File: config.mk
export PLATFORM = sky130hd
export DESIGN_NAME = mult_s_c1x1_16x16_flat
export DESIGN_NICKNAME = d
export VERILOG_FILES = /design/src/rtl/mult_s_c1x1_16x16_pkg.sv /design/src/rtl/mult_s_c1x1_16x16_if.sv /design/src/rtl/mult_s_c1x1_16x16_lane.sv /design/src/rtl/mult_s_c1x1_16x16.sv /design/src/flat_wrapper.sv
export SDC_FILE = /design/constraint.sdc
export NUM_CORES = 1
export LEC_CHECK = 0
export ABC_AREA = 1
export BUFFER_PORTS_ARGS = -buffer_cell sky130_fd_sc_hd__buf_2
export CELL_PAD_IN_SITES_DETAIL_PLACEMENT = 0
export CELL_PAD_IN_SITES_GLOBAL_PLACEMENT = 1
export CORE_MARGIN = 4
export CORE_UTILIZATION = 53
export CTS_CLUSTER_DIAMETER = 50
export CTS_CLUSTER_SIZE = 8
export DETAILED_ROUTE_END_ITERATION = 8
export GPL_TIMING_DRIVEN = 0
export PLACE_DENSITY = 0.95
export SYNTH_ARGS = -nofsm -noshare
export SYNTH_HDL_FRONTEND = slang
export SYNTH_SLANG_ARGS = --single-unit
File: constraint.sdc
create_clock -name clk -period 0.8 [get_ports clk]
set_input_delay 0.2 -clock clk [delete_from_list [all_inputs] [get_ports clk]]
set_output_delay 0.2 -clock clk [all_outputs]
set_load 0.01 [all_outputs]
File: src/rtl/mult_s_c1x1_16x16_pkg.sv
// Shared widths and the byte sign-extension helper for the configurable-signedness
// 16x16 multiplier slice.
package mult_pkg;

  localparam int A_WIDTH    = 16;
  localparam int B_WIDTH    = 16;
  localparam int C_WIDTH    = 32;
  localparam int LANE_WIDTH = 8;

  // A byte's MSB becomes a sign bit only when sign_en is set; otherwise the byte is zero-extended.
  function automatic logic signed [LANE_WIDTH:0] sext_byte(input logic [LANE_WIDTH-1:0] b,
                                                           input logic sign_en);
    return {sign_en & b[LANE_WIDTH-1], b};
  endfunction

endpackage

File: src/rtl/mult_s_c1x1_16x16_if.sv
// Operand/product bundle of the multiplier slice; master drives operands and controls.
interface mult_s_c1x1_16x16_if;
  import mult_pkg::*;

  logic [A_WIDTH-1:0] A;
  logic [B_WIDTH-1:0] B;
  logic               A_sign;
  logic               B_sign;
  logic               HALF_0;
  logic [C_WIDTH-1:0] C;

  modport master (output A, B, A_sign, B_sign, HALF_0, input C);
  modport slave  (input A, B, A_sign, B_sign, HALF_0, output C);

endinterface

File: src/rtl/mult_s_c1x1_16x16_lane.sv
// Signed 9x9 partial-product core; four of these build the 16x16 product.
module mul_lane_9x9 (
  input  logic signed [8:0]  a,
  input  logic signed [8:0]  b,
  output logic signed [17:0] p
);

  assign p = a * b;

endmodule

File: src/rtl/mult_s_c1x1_16x16.sv
// 16x16 multiplier with per-operand signedness and a dual 8x8 lane mode; one-cycle latency.
module mult_s_c1x1_16x16
  import mult_pkg::*;
(
  input  logic                   clk,
  input  logic                   rst_n,
  mult_s_c1x1_16x16_if.slave     bus
);

  logic               a_lo_sen, b_lo_sen;
  logic signed [8:0]  a_lo, a_hi, b_lo, b_hi;
  logic signed [17:0] pp_ll, pp_lh, pp_hl, pp_hh;
  logic [C_WIDTH-1:0] full_sum;
  logic [C_WIDTH-1:0] c_p0;
  logic [C_WIDTH-1:0] c_p1;

  // Low bytes only carry a sign in dual mode; high bytes carry it in both modes.
  assign a_lo_sen = bus.A_sign & ~bus.HALF_0;
  assign b_lo_sen = bus.B_sign & ~bus.HALF_0;

  assign a_lo = sext_byte(bus.A[LANE_WIDTH-1:0],       a_lo_sen);
  assign a_hi = sext_byte(bus.A[A_WIDTH-1:LANE_WIDTH], bus.A_sign);
  assign b_lo = sext_byte(bus.B[LANE_WIDTH-1:0],       b_lo_sen);
  assign b_hi = sext_byte(bus.B[B_WIDTH-1:LANE_WIDTH], bus.B_sign);

  mul_lane_9x9 u_ll (.a(a_lo), .b(b_lo), .p(pp_ll));
  mul_lane_9x9 u_lh (.a(a_lo), .b(b_hi), .p(pp_lh));
  mul_lane_9x9 u_hl (.a(a_hi), .b(b_lo), .p(pp_hl));
  mul_lane_9x9 u_hh (.a(a_hi), .b(b_hi), .p(pp_hh));

  // Shift-add of sign-extended partials; only the low 32 bits are kept.
  assign full_sum = ({{14{pp_hh[17]}}, pp_hh} << 16)
                  + ({{14{pp_hl[17]}}, pp_hl} << 8)
                  + ({{14{pp_lh[17]}}, pp_lh} << 8)
                  +  {{14{pp_ll[17]}}, pp_ll};

  assign c_p0 = bus.HALF_0 ? full_sum : {pp_hh[15:0], pp_ll[15:0]};

  // Stage p0 -> p1: registered product
  always_ff @(posedge clk or negedge rst_n) begin
    if (!rst_n) c_p1 <= '0;
    else        c_p1 <= c_p0;
  end

  assign bus.C = c_p1;

endmodule

File: src/flat_wrapper.sv
// flat-port wrapper written by rule: the top's interface ports become plain ports
module mult_s_c1x1_16x16_flat import mult_pkg::*;
  (clk, rst_n, bus_A, bus_B, bus_A_sign, bus_B_sign, bus_HALF_0, bus_C);
  mult_s_c1x1_16x16_if bus_i ();
  input  logic clk;
  input  logic rst_n;
  input wire logic [$bits(bus_i.A)-1:0] bus_A;
  input wire logic [$bits(bus_i.B)-1:0] bus_B;
  input wire logic [$bits(bus_i.A_sign)-1:0] bus_A_sign;
  input wire logic [$bits(bus_i.B_sign)-1:0] bus_B_sign;
  input wire logic [$bits(bus_i.HALF_0)-1:0] bus_HALF_0;
  output wire logic [$bits(bus_i.C)-1:0] bus_C;
  assign bus_i.A = bus_A;
  assign bus_i.B = bus_B;
  assign bus_i.A_sign = bus_A_sign;
  assign bus_i.B_sign = bus_B_sign;
  assign bus_i.HALF_0 = bus_HALF_0;
  assign bus_C = bus_i.C;
  mult_s_c1x1_16x16 u_core (.clk(clk), .rst_n(rst_n), .bus(bus_i));
endmodule
# Word-level counts from Yosys, hierarchy flattened
# Index checks and enable logic that the tools add are counted.
dict set report word_totals {
  register_bits 32
}
dict set report op_classes {
  multipliers 4
  mux 1
  n_bitwise 7
  n_addsub 3
}
# cell n
set op_table {}
lappend op_table {{32-bit adder} 3}
lappend op_table {{9-bit by 9-bit multiplier with 18-bit output} 3}
lappend op_table {{32-bit 2-to-1 mux} 1}
lappend op_table {{9-bit by 9-bit multiplier with 16-bit output} 1}
lappend op_table {{1-bit bitwise AND} 6}
lappend op_table {{1-bit inverter} 1}

# Longest topological paths before layout
dict set report depth {
  ltp_word 8
  mapped_depth 46
}

# By module
# A second synthesis with hierarchy kept.
dict set report hier_totals {
  hier_cells 2258
  area_unflattened_um2 16487.1
}
# module cells_per_inst area_each_um2 n_inst
set by_module_without_submodules {}
lappend by_module_without_submodules {{mul_lane_9x9 at u_core.u_hh ...} 435 3213.1 2}
lappend by_module_without_submodules {mult_s_c1x1_16x16 510 3590.9 1}
lappend by_module_without_submodules {{mul_lane_9x9 at u_core.u_ll} 441 3239.4 1}
lappend by_module_without_submodules {{mul_lane_9x9 at u_core.u_lh} 437 3230.6 1}

# Least setup slack after synthesis
# No wires, ideal clock.
dict set report synth_path {
  kind {input -> register}
  startpoint {in bus_A[7]}
  endpoint {reg u_core.c_p1[31] (netlist: u_core.bus.C[31])}
  stages 41
  t_required_ns 0.684
  n_path_buf 2
  t_arrival_ns 7.229
  setup_slack_ns -6.546
  setup_ns 0.116
  cell_sequence {clkbuf_1 -> nand3_1 -> clkbuf_1 -> nor2_1 -> inv_1 -> fa_1 -> inv_1 -> fa_1 -> fa_1 -> fa_1 -> inv_1 -> fa_1 -> inv_1 -> ha_1 -> nand2_1 -> nor3_1 -> a21oi_1 -> o21ai_0 -> [5 not listed] -> inv_1 -> fa_1 -> ha_1 -> nand2_1 -> nor2_1 -> nand4_1 -> nor2_1 -> nand2_1 -> inv_1 -> nor2_1 -> nand3_1 -> nand2_1 -> inv_1 -> nand3_1 -> nand3_1 -> nand2_1 -> nand2_1 -> nand2_1}
}
dict set report synth_via {
  elab_chain_len 5
  word_cells_on_any_way 6
  cone_classes {2 x add/sub; 2 x mul; 1 x mux; 1 x bitwise}
}
# item line_no
set synth_lines {}
lappend synth_lines {{from (decl)} flat_wrapper.sv:7} ;# input wire logic [$bits(bus_i.A)-1:0] bus_A;
lappend synth_lines {{1-bit bitwise AND} mult_s_c1x1_16x16_pkg.sv:13} ;# return {sign_en & b[LANE_WIDTH-1], b};
lappend synth_lines {{9-bit by 9-bit multiplier with 18-bit output} mult_s_c1x1_16x16_lane.sv:8} ;# assign p = a * b;
lappend synth_lines {{32-bit adder} mult_s_c1x1_16x16.sv:34} ;# + ({{14{pp_lh[17]}}, pp_lh} << 8)
lappend synth_lines {{32-bit adder (*)} mult_s_c1x1_16x16.sv:35} ;# + {{14{pp_ll[17]}}, pp_ll};
lappend synth_lines {{32-bit 2-to-1 mux (*)} mult_s_c1x1_16x16.sv:37} ;# assign c_p0 = bus.HALF_0 ? full_sum : {pp_hh[15:0], pp_ll[15:0]};
lappend synth_lines {{via u_core.c_p0[31]} mult_s_c1x1_16x16.sv:14} ;# logic [C_WIDTH-1:0] c_p0;
lappend synth_lines {{to (signal assigned)} mult_s_c1x1_16x16.sv:42} ;# else c_p1 <= c_p0;
lappend synth_lines {{to (decl)} mult_s_c1x1_16x16.sv:15} ;# logic [C_WIDTH-1:0] c_p1;
# The timed path passes the listed nets; every way through them passes the cells marked *.

# Final worst setup path
dict set report layout_path {
  startpoint {in bus_HALF_0}
  endpoint {reg u_core.c_p1[31] (netlist: u_core.bus.C[31])}
}
dict set report layout_via {
  elab_chain_len 8
  word_cells_on_any_way 12
  cone_classes {3 x add/sub; 3 x mul; 1 x mux; 5 x bitwise}
}
# item line_no
set layout_lines {}
lappend layout_lines {{from (decl)} flat_wrapper.sv:11} ;# input wire logic [$bits(bus_i.HALF_0)-1:0] bus_HALF_0;
lappend layout_lines {{1-bit inverter} {mult_s_c1x1_16x16.sv:18, mult_s_c1x1_16x16.sv:19}}
lappend layout_lines {{1-bit bitwise AND} mult_s_c1x1_16x16.sv:19} ;# assign b_lo_sen = bus.B_sign & ~bus.HALF_0;
lappend layout_lines {{1-bit bitwise AND} mult_s_c1x1_16x16_pkg.sv:13}
lappend layout_lines {{9-bit by 9-bit multiplier with 18-bit output} mult_s_c1x1_16x16_lane.sv:8}
lappend layout_lines {{32-bit adder} mult_s_c1x1_16x16.sv:33} ;# + ({{14{pp_hl[17]}}, pp_hl} << 8)
lappend layout_lines {{32-bit adder} mult_s_c1x1_16x16.sv:34}
lappend layout_lines {{32-bit adder} mult_s_c1x1_16x16.sv:35}
lappend layout_lines {{32-bit 2-to-1 mux (*)} mult_s_c1x1_16x16.sv:37}
lappend layout_lines {{via u_core.c_p0[31]} mult_s_c1x1_16x16.sv:14}
# Marks and branches as above.

==> insert_results.sql <==
INSERT INTO impl_metrics (metric_group, metric, value, unit) VALUES
('status', 'outcome', 'finished with violations', ''),
('status', 'violations_in_the_final_reports', 'negative hold slack, negative setup slack', ''),
('floorplanning', 'die_h', '182', 'microns'),
('sta', 'max_freq', '0.137', 'GHz'),
('sta', 'timing.final.setup_violations', '62', ''),
('worst_setup_path', 'path_buf_inv', '9', ''),
('finish', 'n_antenna_cell', '0', ''),
('clock_network', 'clock_pin_slew_on_the_worst_setup_and_hold_paths', '0.06', 'ns'),
('clock_network', 'cts_inserted_buffers', '5', ''),
('logic_synthesis', 'instance_count_of_the_mapped_netlist', '2109', ''),
('grt', 'grt_pass1_vias', '14800', ''),
('detailed_routing', 'drcViolationCount', '0', ''),
('floorplanning', 'io_pins', '69', ''),
('clock_network', 'numClockSinks', '32', ''),
('finish', 'share_of_post_route_cells_with_drive_strength_above_1', '21.6', '%'),
('detailed_routing', 'route.detailed.wl_per_inst', '17.9', 'microns'),
('place', 'placement.cell_area', '17900', 'sq um'),
('floorplanning', 'core_area', '29700', 'sq um'),
('finish', 'largest_reg_flops', '32', ''),
('logic_synthesis', 'synth.cell_area', '16000', 'sq um'),
('grt', 'grt_start_max_net_pins', '33', ''),
('clock_network', 'tritoncts', 'yes', ''),
('floorplanning', 'dieArea', '33000', 'sq um'),
('logic_synthesis', 'netlist_top_cells_count', '626 x sky130_fd_sc_hd__inv_1, 490 x sky130_fd_sc_hd__nand2_1, 307 x sky130_fd_sc_hd__fa_1, 180 x sky130_fd_sc_hd__ha_1, 95 x sky130_fd_sc_hd__nor2_1', ''),
('sta', 'final.period_utilization', '916', '%'),
('place', 'detailedPlacementHpwl', '37.5', 'mm'),
('logic_synthesis', 'synth_largest_area_cell', 'sky130_fd_sc_hd__fa_1', ''),
('detailed_routing', 'drt_pass1_iterations', '8', ''),
('worst_setup_path', 'worst_path_max_fanout', '3', ''),
('sta', 'finalHoldWorstSlack', '-0.0272', 'ns'),
('logic_synthesis', 'yosys-top-cells-area', 'sky130_fd_sc_hd__fa_1 38%, sky130_fd_sc_hd__inv_1 15%, sky130_fd_sc_hd__ha_1 14%, sky130_fd_sc_hd__nand2_1 11%, sky130_fd_sc_hd__dfrtp_1 5.0%', ''),
('grt', 'grt_first_pass_wirelength', '76.1', 'mm'),
('grt', 'overflow', '0', ''),
('worst_setup_path', 'critPathKind', 'input port to register', ''),
('detailed_routing', 'routed_via_density', '5.23', ''),
('logic_synthesis', 'synthesis.yosys.warnings', '0', ''),
('worst_setup_path', 'crit_path_frequent_cell', 'sky130_fd_sc_hd__fa_1', ''),
('logic_synthesis', 'synth.most_common_cell', 'sky130_fd_sc_hd__inv_1', ''),
('grt', 'grt_use_total', '28.9', '%'),
('place', 'finalWeightedCongestion', '0.899', ''),
('clock_network', 'cts.root.buffer_cell', 'sky130_fd_sc_hd__clkbuf_16', ''),
('logic_synthesis', 'synth-edff-count', '0', ''),
('clock_network', 'cts.htree.levels', '2', ''),
('floorplanning', 'floorplan.initialDensity', '53.9', '%'),
('worst_setup_path', 'cp_data_arrival_time', '7.50', 'ns'),
('finish', 'final_cell_area', '19800', 'sq um'),
('logic_synthesis', 'synth_cell_type_count', '50', ''),
('sta', 'timing.final.ws_setup', '-6.52', 'ns'),
('worst_setup_path', 'critPathRequiredTime', '0.98', 'ns'),
('sta', 'maxSlewHeadroom', '48.6', '%'),
('sta', 'final_hold_viol_count', '32', ''),
('detailed_routing', 'final_routed_wirelength', '46.9', 'mm'),
('logic_synthesis', 'yosysSeqAreaShare', '5.00', '%'),
('logic_synthesis', 'async_flop_share', '100', '%'),
('floorplanning', 'die_w', '182', 'microns'),
('worst_setup_path', 'critical_path_s_slowest_cell', 'sky130_fd_sc_hd__fa_1', ''),
('logic_synthesis', 'synth_seq_cells', '32', ''),
('logic_synthesis', 'postSynthNetCount', '2633', ''),
('logic_synthesis', 'yosysTopAreaCellShare', '38.4', '%'),
('worst_setup_path', 'kind_of_end_point_of_the_critical_path', 'register', ''),
('sta', 'rsz0062_at_grt', 'yes', ''),
('logic_synthesis', 'post_synth.cell_area_avg', '7.59', 'sq um'),
('floorplanning', 'placementRows', '63', ''),
('worst_setup_path', 'timing.critical_path.slowest_cell_delay', '0.54', 'ns'),
('place', 'placement.io_buffers', '37', ''),
('detailed_routing', 'antenna_left', '0', ''),
('worst_setup_path', 'path_delay_family', 'adder cells', ''),
('clock_network', 'ctsLongestPathBuffers', '2', ''),
('sta', 'finalWorstPathRequiredPeriod', '7.32', 'ns'),
('run', 'max_cap_viol_count', '0', ''),
('finish', 'syn_to_final_growth', '23.5', '%');
==> layout by cell type, fill, tap and decap left out, types with 5 or more instances in the layout <==
| master | synthesis | layout |
|---|---|---|
| sky130_fd_sc_hd__xor2_2 | 0 | 7 |
| sky130_fd_sc_hd__nand2_2 | 6 | 30 |
| sky130_fd_sc_hd__inv_1 | 626 | 588 |
| sky130_fd_sc_hd__nand3_2 | 3 | 17 |
| sky130_fd_sc_hd__nand2_1 | 490 | 448 |
| sky130_fd_sc_hd__clkbuf_4 | 0 | 11 |
| sky130_fd_sc_hd__nor2_4 | 0 | 12 |
| sky130_fd_sc_hd__buf_12 | 0 | 6 |
| sky130_fd_sc_hd__nand2_4 | 2 | 18 |
| sky130_fd_sc_hd__buf_2 | 2 | 38 |
| sky130_fd_sc_hd__o21ai_1 | 3 | 11 |
| sky130_fd_sc_hd__nor2_2 | 0 | 16 |
| sky130_fd_sc_hd__fa_2 | 0 | 15 |
| sky130_fd_sc_hd__nand4_1 | 7 | 7 |
| sky130_fd_sc_hd__ha_1 | 180 | 128 |
| sky130_fd_sc_hd__nand3_1 | 60 | 42 |
| sky130_fd_sc_hd__xor2_1 | 41 | 30 |
| sky130_fd_sc_hd__o21ai_2 | 2 | 8 |
| sky130_fd_sc_hd__clkbuf_8 | 0 | 13 |
| sky130_fd_sc_hd__inv_2 | 8 | 41 |
| sky130_fd_sc_hd__o21ai_0 | 28 | 12 |
| sky130_fd_sc_hd__fa_1 | 307 | 292 |
| sky130_fd_sc_hd__or2_2 | 8 | 6 |
| sky130_fd_sc_hd__nor2_1 | 95 | 67 |
| sky130_fd_sc_hd__xnor2_1 | 21 | 16 |
| sky130_fd_sc_hd__ha_4 | 0 | 47 |
| sky130_fd_sc_hd__a21oi_1 | 54 | 28 |
| sky130_fd_sc_hd__dfrtp_1 | 32 | 32 |
| sky130_fd_sc_hd__buf_8 | 0 | 11 |
| sky130_fd_sc_hd__clkbuf_16 | 0 | 22 |
| sky130_fd_sc_hd__o211ai_1 | 5 | 5 |
| sky130_fd_sc_hd__a21o_1 | 6 | 6 |
| sky130_fd_sc_hd__nor3_1 | 13 | 5 |
| sky130_fd_sc_hd__a21oi_2 | 1 | 23 |
| sky130_fd_sc_hd__ha_2 | 0 | 5 |
| sky130_fd_sc_hd__o21bai_1 | 10 | 8 |
| sky130_fd_sc_hd__buf_4 | 1 | 65 |
| sky130_fd_sc_hd__inv_4 | 1 | 5 |
| sky130_fd_sc_hd__buf_6 | 2 | 13 |
==> repair_timing <==
action | CTS | global route
gates cloned | 0 | 1
pin swaps | 51 | 89
setup buffers | 26 | 46
setup endpoints to repair | 62 | 62
gates resized for setup | 123 | 165
==> cells by family after synthesis <==
logic type	share of synthesized area, %
AOI/OAI and AO/OA	4.58
xor gates and xnor gates	3.39
muxes	0.125
buffers and inverters	16.9
and+or+nand+nor	17.6
DFF	5.00
adders and majority gates	52.5
==> worst paths after layout <==
kind / startpoint / end / slack (ns) / depth (start not counted)
max in group asynchronous: rst_n / u_core.bus.C[29] / 0.35 / 1
setup / recovery: bus_HALF_0 / u_core.bus.C[31] / -6.52 / 42
min in group clk: bus_B[0] / u_core.bus.C[0] / 0.19 / 3
hold / removal: rst_n / u_core.bus.C[5] / -0.03 / 1
==> per-layer routing <==
layer	vias up	wire, microns	GRT usage [%]
li1	6306	-	-
met1	6777	18100	36.8
met2	461	23700	50.7
met3	128	3000	3.75
met4	0	2100	10.3
met5	-	0	0
==> stage by stage <==
stage	setup TNS [ns]	worst slack (ns)	cells	utilization [%]	hold WS, ns
finish	-155.19	-6.52	2614	66.5	-0.0272
global route	-162.26	-6.79	2614	66.5	0.0653
CTS	-153.02	-6.71	2569	63.2	0.0125
detailed placement	-170.87	-7.82	2536	60.1	0.308
global placement	-168.72	-7.75	2536	60.1	0.269
floorplan	-135.98	-6.02	2109	-	-0.0956
==> layout make-up <==
type / count / area [sq um]
clock inverter: 1 / 5.00
multi-input combinational: 1366 / 14100
sequential: 32 / 801
timing repair buffer: 108 / 796
fill: 2424 / 9950
clock buffer: 6 / 129
buffer: 72 / 1030
tap: 390 / 488
inverter: 639 / 2420
Power is left out: the tool's default activity adds up to more than one toggle a clock period on the data nets, which glitch-free logic cannot reach.
